$ cat config.mk
export PLATFORM = sky130hd
export DESIGN_NAME = wb_retire_unit
export DESIGN_NICKNAME = d
export VERILOG_FILES = /design/src/rtl/wb_retire_unit.sv
export SDC_FILE = /design/constraint.sdc
export NUM_CORES = 1
export LEC_CHECK = 0
export ABC_CLOCK_PERIOD_IN_PS = 7800
export CORE_ASPECT_RATIO = 2
export CORE_MARGIN = 2
export CORE_UTILIZATION = 25
export DETAILED_ROUTE_END_ITERATION = 6
export PLACE_DENSITY_LB_ADDON = 0.1
export SLEW_MARGIN = 5
export SYNTH_ARGS = -nofsm -noshare
export SYNTH_HDL_FRONTEND = slang
export SYNTH_SLANG_ARGS = --single-unit
export TNS_END_PERCENT = 1
$ cat constraint.sdc
create_clock -name clk -period 7.8 [get_ports clk]
set_clock_uncertainty 0.05 [all_clocks]
set_input_delay 1.56 -clock clk [delete_from_list [all_inputs] [get_ports clk]]
set_output_delay 1.56 -clock clk [all_outputs]
set_load 0.05 [all_outputs]
$ cat src/rtl/wb_retire_unit.sv
// wb_retire_unit
//   Collects writeback results from NUM_CH channels that may complete out of order. Results
//   are parked in a DEPTH-entry window indexed by sequence tag. The unit retires one result
//   per cycle in program order toward the register file and the perf counters.
//
// Ports
//   clk, reset         clock; asynchronous active-low reset
//   wb_valid/tag/...   per-channel result offer (packed NUM_CH-wide buses)
//   wb_ready           per-channel accept, combinational
//   flush, flush_tag   drop the whole window and restart at flush_tag
//   ret_*              registered retire port (tag, register write, value)
//   retired_cnt/branch_cnt/hit_cnt   free-running perf counters
//   dup_err            sticky: an offer hit a slot that was already occupied
module wb_retire_unit #(
    parameter int unsigned NUM_CH    = 2,
    parameter int unsigned DEPTH     = 8,
    parameter int unsigned DBITS     = 32,
    parameter int unsigned REGNOBITS = 5,
    parameter int unsigned TAGW      = $clog2(DEPTH) + 1
) (
    input  logic                          clk,
    input  logic                          reset,
    input  logic [NUM_CH-1:0]             wb_valid,
    input  logic [NUM_CH*TAGW-1:0]        wb_tag,
    input  logic [NUM_CH-1:0]             wb_wr_reg,
    input  logic [NUM_CH*REGNOBITS-1:0]   wb_rd,
    input  logic [NUM_CH*DBITS-1:0]       wb_value,
    input  logic [NUM_CH-1:0]             wb_is_br,
    input  logic [NUM_CH-1:0]             wb_br_hit,
    output logic [NUM_CH-1:0]             wb_ready,
    input  logic                          flush,
    input  logic [TAGW-1:0]               flush_tag,
    output logic                          ret_valid,
    output logic [TAGW-1:0]               ret_tag,
    output logic                          ret_wr_reg,
    output logic [REGNOBITS-1:0]          ret_rd,
    output logic [DBITS-1:0]              ret_value,
    output logic [DBITS-1:0]              retired_cnt,
    output logic [DBITS-1:0]              branch_cnt,
    output logic [DBITS-1:0]              hit_cnt,
    output logic                          dup_err
);

    localparam int unsigned SLOTW = TAGW - 1;

    // Window state
    logic [TAGW-1:0]      head_q, head_d;
    logic [DEPTH-1:0]     slot_valid_q, slot_valid_d;

    // Entry payload; only meaningful while the matching valid bit is set, so no reset
    logic [DEPTH-1:0]     slot_wr_q;
    logic [DEPTH-1:0]     slot_br_q;
    logic [DEPTH-1:0]     slot_hit_q;
    logic [REGNOBITS-1:0] slot_rd_q    [DEPTH];
    logic [DBITS-1:0]     slot_value_q [DEPTH];

    // Per-channel decode
    logic [TAGW-1:0]      ch_tag  [NUM_CH];
    logic [TAGW-1:0]      ch_off  [NUM_CH];
    logic [SLOTW-1:0]     ch_slot [NUM_CH];
    logic [NUM_CH-1:0]    ch_live;
    logic [NUM_CH-1:0]    ch_dup;
    logic [NUM_CH-1:0]    ch_blocked;

    logic [SLOTW-1:0]     head_slot;
    logic                 retire;

    always_comb begin
        ch_live    = '0;
        ch_dup     = '0;
        ch_blocked = '0;
        wb_ready   = '0;
        for (int c = 0; c < NUM_CH; c++) begin
            ch_tag[c]  = wb_tag[c*TAGW +: TAGW];
            ch_off[c]  = ch_tag[c] - head_q;
            ch_slot[c] = ch_tag[c][SLOTW-1:0];
            // DEPTH == 2^(TAGW-1), so offset < DEPTH is simply a clear offset MSB
            ch_live[c] = wb_valid[c] & ~ch_off[c][TAGW-1];
            ch_dup[c]  = ch_live[c] & slot_valid_q[ch_slot[c]];
        end
        for (int c = 0; c < NUM_CH; c++) begin
            // Any lower live channel on the same slot wins, even if it is itself refused
            for (int j = 0; j < NUM_CH; j++) begin
                if (j < c && ch_live[j] && ch_slot[j] == ch_slot[c]) begin
                    ch_blocked[c] = 1'b1;
                end
            end
            wb_ready[c] = ch_live[c] & ~slot_valid_q[ch_slot[c]] & ~flush & ~ch_blocked[c];
        end
    end

    assign head_slot = head_q[SLOTW-1:0];
    assign retire    = slot_valid_q[head_slot] & ~flush;

    always_comb begin
        slot_valid_d = slot_valid_q;
        head_d       = head_q;
        if (flush) begin
            slot_valid_d = '0;
            head_d       = flush_tag;
        end else begin
            // A write never targets a valid slot, so clearing the head and setting
            // newly accepted slots cannot collide; a fresh head write waits a cycle.
            if (retire) begin
                slot_valid_d[head_slot] = 1'b0;
                head_d                  = head_q + TAGW'(1);
            end
            for (int c = 0; c < NUM_CH; c++) begin
                if (wb_ready[c]) begin
                    slot_valid_d[ch_slot[c]] = 1'b1;
                end
            end
        end
    end

    always_ff @(posedge clk) begin
        for (int c = 0; c < NUM_CH; c++) begin
            if (wb_ready[c]) begin
                slot_wr_q[ch_slot[c]]    <= wb_wr_reg[c];
                slot_br_q[ch_slot[c]]    <= wb_is_br[c];
                slot_hit_q[ch_slot[c]]   <= wb_br_hit[c];
                slot_rd_q[ch_slot[c]]    <= wb_rd[c*REGNOBITS +: REGNOBITS];
                slot_value_q[ch_slot[c]] <= wb_value[c*DBITS +: DBITS];
            end
        end
    end

    always_ff @(posedge clk or negedge reset) begin
        if (!reset) begin
            head_q       <= '0;
            slot_valid_q <= '0;
            ret_valid    <= 1'b0;
            ret_tag      <= '0;
            ret_wr_reg   <= 1'b0;
            ret_rd       <= '0;
            ret_value    <= '0;
            retired_cnt  <= '0;
            branch_cnt   <= '0;
            hit_cnt      <= '0;
            dup_err      <= 1'b0;
        end else begin
            head_q       <= head_d;
            slot_valid_q <= slot_valid_d;
            dup_err      <= dup_err | (|ch_dup);
            if (retire) begin
                ret_valid   <= 1'b1;
                ret_tag     <= head_q;
                ret_wr_reg  <= slot_wr_q[head_slot];
                ret_rd      <= slot_rd_q[head_slot];
                ret_value   <= slot_value_q[head_slot];
                retired_cnt <= retired_cnt + DBITS'(1);
                if (slot_br_q[head_slot]) begin
                    branch_cnt <= branch_cnt + DBITS'(1);
                end
                if (slot_br_q[head_slot] && slot_hit_q[head_slot]) begin
                    hit_cnt <= hit_cnt + DBITS'(1);
                end
            end else begin
                // Data outputs hold their last retired value
                ret_valid  <= 1'b0;
                ret_wr_reg <= 1'b0;
            end
        end
    end

endmodule

==> impl_metrics.csv, run 1 <==
group,metric,value,unit
outcome,status,"completed",
setup_path,endpoint_kind,"output port",
timing,finalHoldViolations,0,
timing,setup_viol,0,
yosys,synth_area,0.0229,mm^2
yosys,synth_top_area_share,0.388,
final_layout,layout-drive-gt1-share,0.257,
clock_network,cts_buffers,51,
clock_network,clkTransAtPathRegs,0.06,ns
final_layout,finalNetCount,1928,
setup_path,r2r_slack,2.54,ns
setup_path,required,6.19,ns
yosys,syn_inst,1595,
grt,use_met3,0.0258,
floorplanning,die_area,0.0941,mm^2
grt,gr-total-overflow,0,
min_path,min_path_type,"reg2reg",
setup_path,timing.rr.start,"head_q[2]",
yosys,synth_ff_type,"edfxtp_1",
detailed_routing,vias,14290,
floorplanning,die_x,218,um
setup_path,startpoint_type,"input pin",
grt,busiest_layer,"met2",
clock_network,cts_root_buf,"clkbuf_16",
yosys,synth_area_leaders,"edfxtp_1 39%, dfrtp_1 17%, mux2_2 13%",
clock_network,postCtsSetupBuffers,0,
setup_path,critPathMaxFanout,11,
detailed_routing,drtAntennaViolNets,0,
detailed_routing,wl_per_cell,23.1,um
yosys,synth_nets,1700,
final_layout,largest_reg_flops,256,
clock_network,htree_levels,2,
clock_network,clk-insertion-delay-late,0.61,ns
setup_path,worstSetupPathType,"in2out",
timing,final.min_clock_period,6.29,ns
setup_path,r2r-end,"slot_value_q[2][3]",
grt,grt_util_all_layers,0.150,
clock_network,hold_buffers,0,
timing,timing.setup.tns,0,ns
floorplanning,floorplan.io_pins,239,
power,ir_drop,161,uV
floorplanning,rows,157,
timing,slew_violations,0,
clock_network,cts_tree,"built",
floorplanning,die_h,432,um
power,power.density,246,mW/mm^2
place,dp_hpwl,42.3,mm
grt,first_global_vias,15092,
timing,worst_pin_slew,0.963,ns
detailed_routing,dr.pass1.iters,5,
yosys,ys_async_sr_fraction,0.322,
detailed_routing,finalWirelength,70.6,mm
detailed_routing,viasPerCell,4.67,
timing,rsz0062_at_grt,"no",
timing,max_slew_margin,0.352,
run,cap_viol_max_count,0,
final_layout,fill_cells,9254,
grt,grt_max_degree,70,
power,p_leak,10.0,nW
min_path,min_path_cells,1,
final_layout,area_growth,23.7,%
final_layout,final-instance-count-excl-fill,3059,
grt,antenna_found_initial,7,
grt,use_met2,0.249,
yosys,yosysWarnings,0,
clock_network,numClockSinks,472,
yosys,synth_cell_type_count,56,
min_path,hp-start,"hit_cnt[31]",
clock_network,cts.path.max_buffers,3,
timing,fmax,0.159,GHz
yosys,yosys.area.top_type,"edfxtp_1",
yosys,synth_common_cells,"296 x edfxtp_1, 262 x mux2_2, 152 x dfrtp_1, 141 x nand2_1, 81 x mux4_2",
detailed_routing,drt_iter0_drc,987,
setup_path,reg2reg_depth,10,
floorplanning,core-area,0.0911,mm^2
place,gp_congestion,0.734,
grt,grt_pass1_wl,105,mm
yosys,ys_seq_elements,472,
yosys,seq_area_frac_synth,0.576,
floorplanning,initial_core_util,0.251,
timing,fin_crit_sh,0.806,
place,dp_cells,2962,
yosys,avgSynthCellArea,14.3,um^2
place,port_buffers,238,
yosys,synth_most_common_cell,"edfxtp_1",
setup_path,cp-startpoint,"wb_tag[2]",
grt,grt_util_met1,0.202,
min_path,min_to,"hit_cnt[31]",
detailed_routing,drc,0,
clock_network,cts.repair.resized,0,
setup_path,critPathArrivalTime,4.68,ns
yosys,synth_edf_count,296,
final cells by class:
type / count / area [um^2] / area share
diodes: 1 / 2.50 / 0.0000884
flip-flops and latches: 472 / 13200 / 0.466
repair buffers: 266 / 2620 / 0.0926
inverters: 24 / 91.3 / 0.00323
well taps: 1192 / 1490 / 0.0527
multi-input cells: 1008 / 9270 / 0.327
clock inverters: 24 / 188 / 0.00663
clock buffers: 72 / 1470 / 0.0519
worst max-delay path: stages:
cell and delay, ns:
clkdlybuf4s50_1 0.61, ha_1 0.41, nand2_1 0.06, o21ai_2 0.24
mux2i_1 0.52, o211ai_2 0.29, nor2_1 0.17, clkdlybuf4s50_1 0.81
per-stage QoR:
step                hold slack [ns]  instance area, um^2   util  worst slack [ns]  power, mW
floorplan                     0.458                22900      -              2.51       3.99
global placement              0.412                26700  0.292              1.54       4.57
detailed placement            0.416                26700  0.292              1.49       4.57
CTS                           0.425                28300  0.311              1.48       7.10
global route                  0.436                28300  0.311              1.22       7.28
finish                        0.425                28300  0.311              1.51       6.98
logic make-up after synthesis:
family,share of synthesized area
DFF,0.576
buffers and inverters,0.0217
and+or+nand+nor,0.0752
muxes,0.256
xor gates and xnor gates,0.0398
adders and majority gates,0.00437
AOI/OAI and AO/OA,0.0273
cell usage in the layout, fill, tap and decap left out, types with 5 or more instances in the layout:
cell / instances
edfxtp_1: 296
mux2_2: 262
clkdlybuf4s50_1: 237
dfrtp_1: 149
nand2_1: 136
mux4_2: 81
mux2_1: 78
xnor2_1: 73
nor2_1: 68
clkbuf_16: 54
a31oi_1: 43
nand3_1: 37
nand4_1: 32
xor2_1: 31
buf_4: 26
dfxtp_1: 24
inv_1: 21
nor3_1: 21
mux2i_1: 19
nor4_1: 17
and3_1: 15
clkbuf_1: 13
a21oi_1: 12
clkinv_2: 11
o21ai_0: 11
ha_1: 8
nor2b_1: 6
clkinv_1: 6
clkbuf_8: 6
and2_1: 5
nand2_2: 5
power by group:
group          internal [mW]  switching (mW)
combinational          0.582           0.855
sequential              2.88           0.185
clock                   1.38            1.09
how the worst max path moves through the flow:
stage                       end  depth (start not counted)
floorplan           wb_ready[0]                          5
global placement    wb_ready[1]                          8
detailed placement  wb_ready[1]                          8
CTS                 wb_ready[1]                          8
global route        wb_ready[1]                          8
finish              wb_ready[1]                          8
routing by layer:
metal | share of wire | wire length (um)
met3 | 0.047 | 3320
met2 | 0.48 | 33500
met5 | 0.0011 | 75
met4 | 0.020 | 1420
met1 | 0.46 | 32200
Note: power is estimated with default switching activity, not from simulation.
==> run 2, diff against run 1 <==
Settings changed: ABC_CLOCK_PERIOD_IN_PS 7800 to 5100.
Clock period 7.8 ns to 5.1 ns, I/O delays scaled along.
==> run 2 against run 1 <==
Effect of this change:
- clock-buffer cell count is 4 lower
- sequential share of layout area shrank 0.50 points
- largest cell class unchanged
- die area unchanged
- final area grew 1.1%
- non-clock buffer count grew 26
==> impl_metrics.csv, run 2 (synthesis results as in run 1) <==
group,metric,value,unit
floorplanning,rows,157,
detailed_routing,finalWirelength,73.5,mm
min_path,min_path_type,"reg2reg",
grt,grt_pass1_wl,108,mm
detailed_routing,drtAntennaViolNets,0,
timing,final.min_clock_period,4.50,ns
setup_path,critPathArrivalTime,3.43,ns
detailed_routing,dr.pass1.iters,7,
final_layout,largest_reg_flops,256,
grt,grt_util_all_layers,0.156,
clock_network,postCtsSetupBuffers,0,
timing,finalHoldViolations,0,
grt,grt_max_degree,81,
grt,antenna_found_initial,14,
final_layout,area_growth,25.1,%
final_layout,mostFrequentLayoutCell,"edfxtp_1",
setup_path,critPathMaxFanout,10,
timing,worst_pin_slew,0.974,ns
setup_path,startpoint_type,"input pin",
setup_path,cpPeakStageDelay,0.55,ns
detailed_routing,wl_per_cell,23.9,um
timing,fmax,0.222,GHz
clock_network,cts_tree,"built",
floorplanning,die_x,218,um
run,cap_viol_max_count,0,
place,dp_hpwl,44.7,mm
clock_network,htree_levels,2,
power,pwr-share-comb,0.209,
power,ir_drop,289,uV
timing,slew_violations,0,
outcome,status,"completed",
clock_network,cts.path.max_buffers,3,
floorplanning,die_area,0.0941,mm^2
final_layout,finalNetCount,1953,
power,power.density,375,mW/mm^2
power,clkPwrFrac,0.353,
power,net-switching-power,3.28,mW
power,p_leak,10.2,nW
clock_network,clk-insertion-delay-late,0.61,ns
final_layout,fill_cells,9143,
grt,gr-total-overflow,0,
floorplanning,floorplan.io_pins,239,
clock_network,hold_buffers,0,
power,p_total,10.7,mW
setup_path,path_cells,"clkdlybuf4s50_1, ha_1, nand2_1, o21ai_1, mux2i_2, o211ai_2, nor2_1, buf_12",
power,switching_share,0.306,
final_layout,mostFrequentLayoutCells,"296 x edfxtp_1, 262 x mux2_2, 235 x clkdlybuf4s50_1",
floorplanning,initial_core_util,0.251,
clock_network,cts_root_buf,"clkbuf_16",
clock_network,cts.repair.resized,0,
place,port_buffers,238,
detailed_routing,vias,14343,
place,gp_congestion,0.705,
power,internal-power,7.44,mW
power,pwr-share-seq,0.437,
clock_network,numClockSinks,472,
timing,max_slew_margin,0.350,
timing,fin_crit_sh,0.882,
clock_network,cts_buffers,50,
grt,first_global_vias,15040,
clock_network,clkTransAtPathRegs,0.06,ns
timing,timing.setup.tns,0,ns
detailed_routing,viasPerCell,4.65,
setup_path,required,4.03,ns
timing,setup_viol,0,
timing,rsz0062_at_grt,"no",
floorplanning,die_h,432,um
detailed_routing,drc,0,
final_layout,layout-drive-gt1-share,0.269,
setup_path,worstSetupPathType,"in2out",
floorplanning,core-area,0.0911,mm^2
setup_path,endpoint_kind,"output port",
detailed_routing,drt_iter0_drc,971,
setup_path,cp_slowest_cell,"clkdlybuf4s50_1",
[run 2: power by group through the flow]
stage,combinational [mW],sequential (mW),clock [mW]
floorplan,0.847,5.26,0
global placement,2.27,4.77,0
detailed placement,2.28,4.76,0
CTS,2.28,4.69,3.93
global route,2.41,4.73,4.05
finish,2.24,4.69,3.79
[run 2: path summary, 6_finish.rpt]
kind | from | end | slack (ns) | depth (start not counted)
setup / recovery | wb_tag[5] | wb_ready[1] | 0.60 | 8
min in group asynchronous | reset | retired_cnt[15] | 0.45 | 1
hold / removal | branch_cnt[31] | branch_cnt[31] | 0.42 | 1
hold reg to reg | branch_cnt[31] | branch_cnt[31] | 0.42 | 1
setup reg to reg | head_q[0] | slot_value_q[2][4] | 1.35 | 8
max in group asynchronous | reset | ret_value[18] | 3.54 | 2
[run 2: per-layer routing]
metal / track usage / wire, um / vias up
met5: 0 / 174 / -
met4: 0.0330 / 1180 / 26
met3: 0.0303 / 3730 / 94
met2: 0.258 / 35000 / 375
met1: 0.211 / 33400 / 7270
li1: - / - / 6578
[run 2: area by class of cell]
cell class                      instances  area [um^2]  share of cell area
Clock buffer                           68         1440              0.0502
Timing Repair Buffer                  292         2950               0.103
Sequential cell                       472        13200               0.461
Antenna cell                            2         5.00            0.000175
Inverter                               24         91.3             0.00319
Tap cell                             1192         1490              0.0521
Multi-Input combinational cell       1008         9260               0.324
Clock inverter                         25          205             0.00717
[run 2: metrics by stage]
| step | util | cell area [um^2] | cells | hold WS, ns | setup WS [ns] |
|---|---|---|---|---|---|
| after floorplan | - | 22900 | 1595 | 0.458 | 0.892 |
| after global placement | 0.296 | 27000 | 2988 | 0.414 | 0.459 |
| after detailed placement | 0.296 | 27000 | 2988 | 0.424 | 0.398 |
| after CTS | 0.314 | 28600 | 3081 | 0.433 | 0.609 |
| after global routing | 0.314 | 28600 | 3081 | 0.447 | 0.474 |
| final | 0.314 | 28600 | 3083 | 0.421 | 0.604 |
[run 2: critical path: cells and delay by family]
kind / cells / cell delay (ns)
buffers and inverters: 2 / 0.73
AO/OA/AOI/OAI: 2 / 0.52
AND/OR/NAND/NOR: 2 / 0.37
multiplexers: 1 / 0.42
adder cells (fa/ha/maj): 1 / 0.36
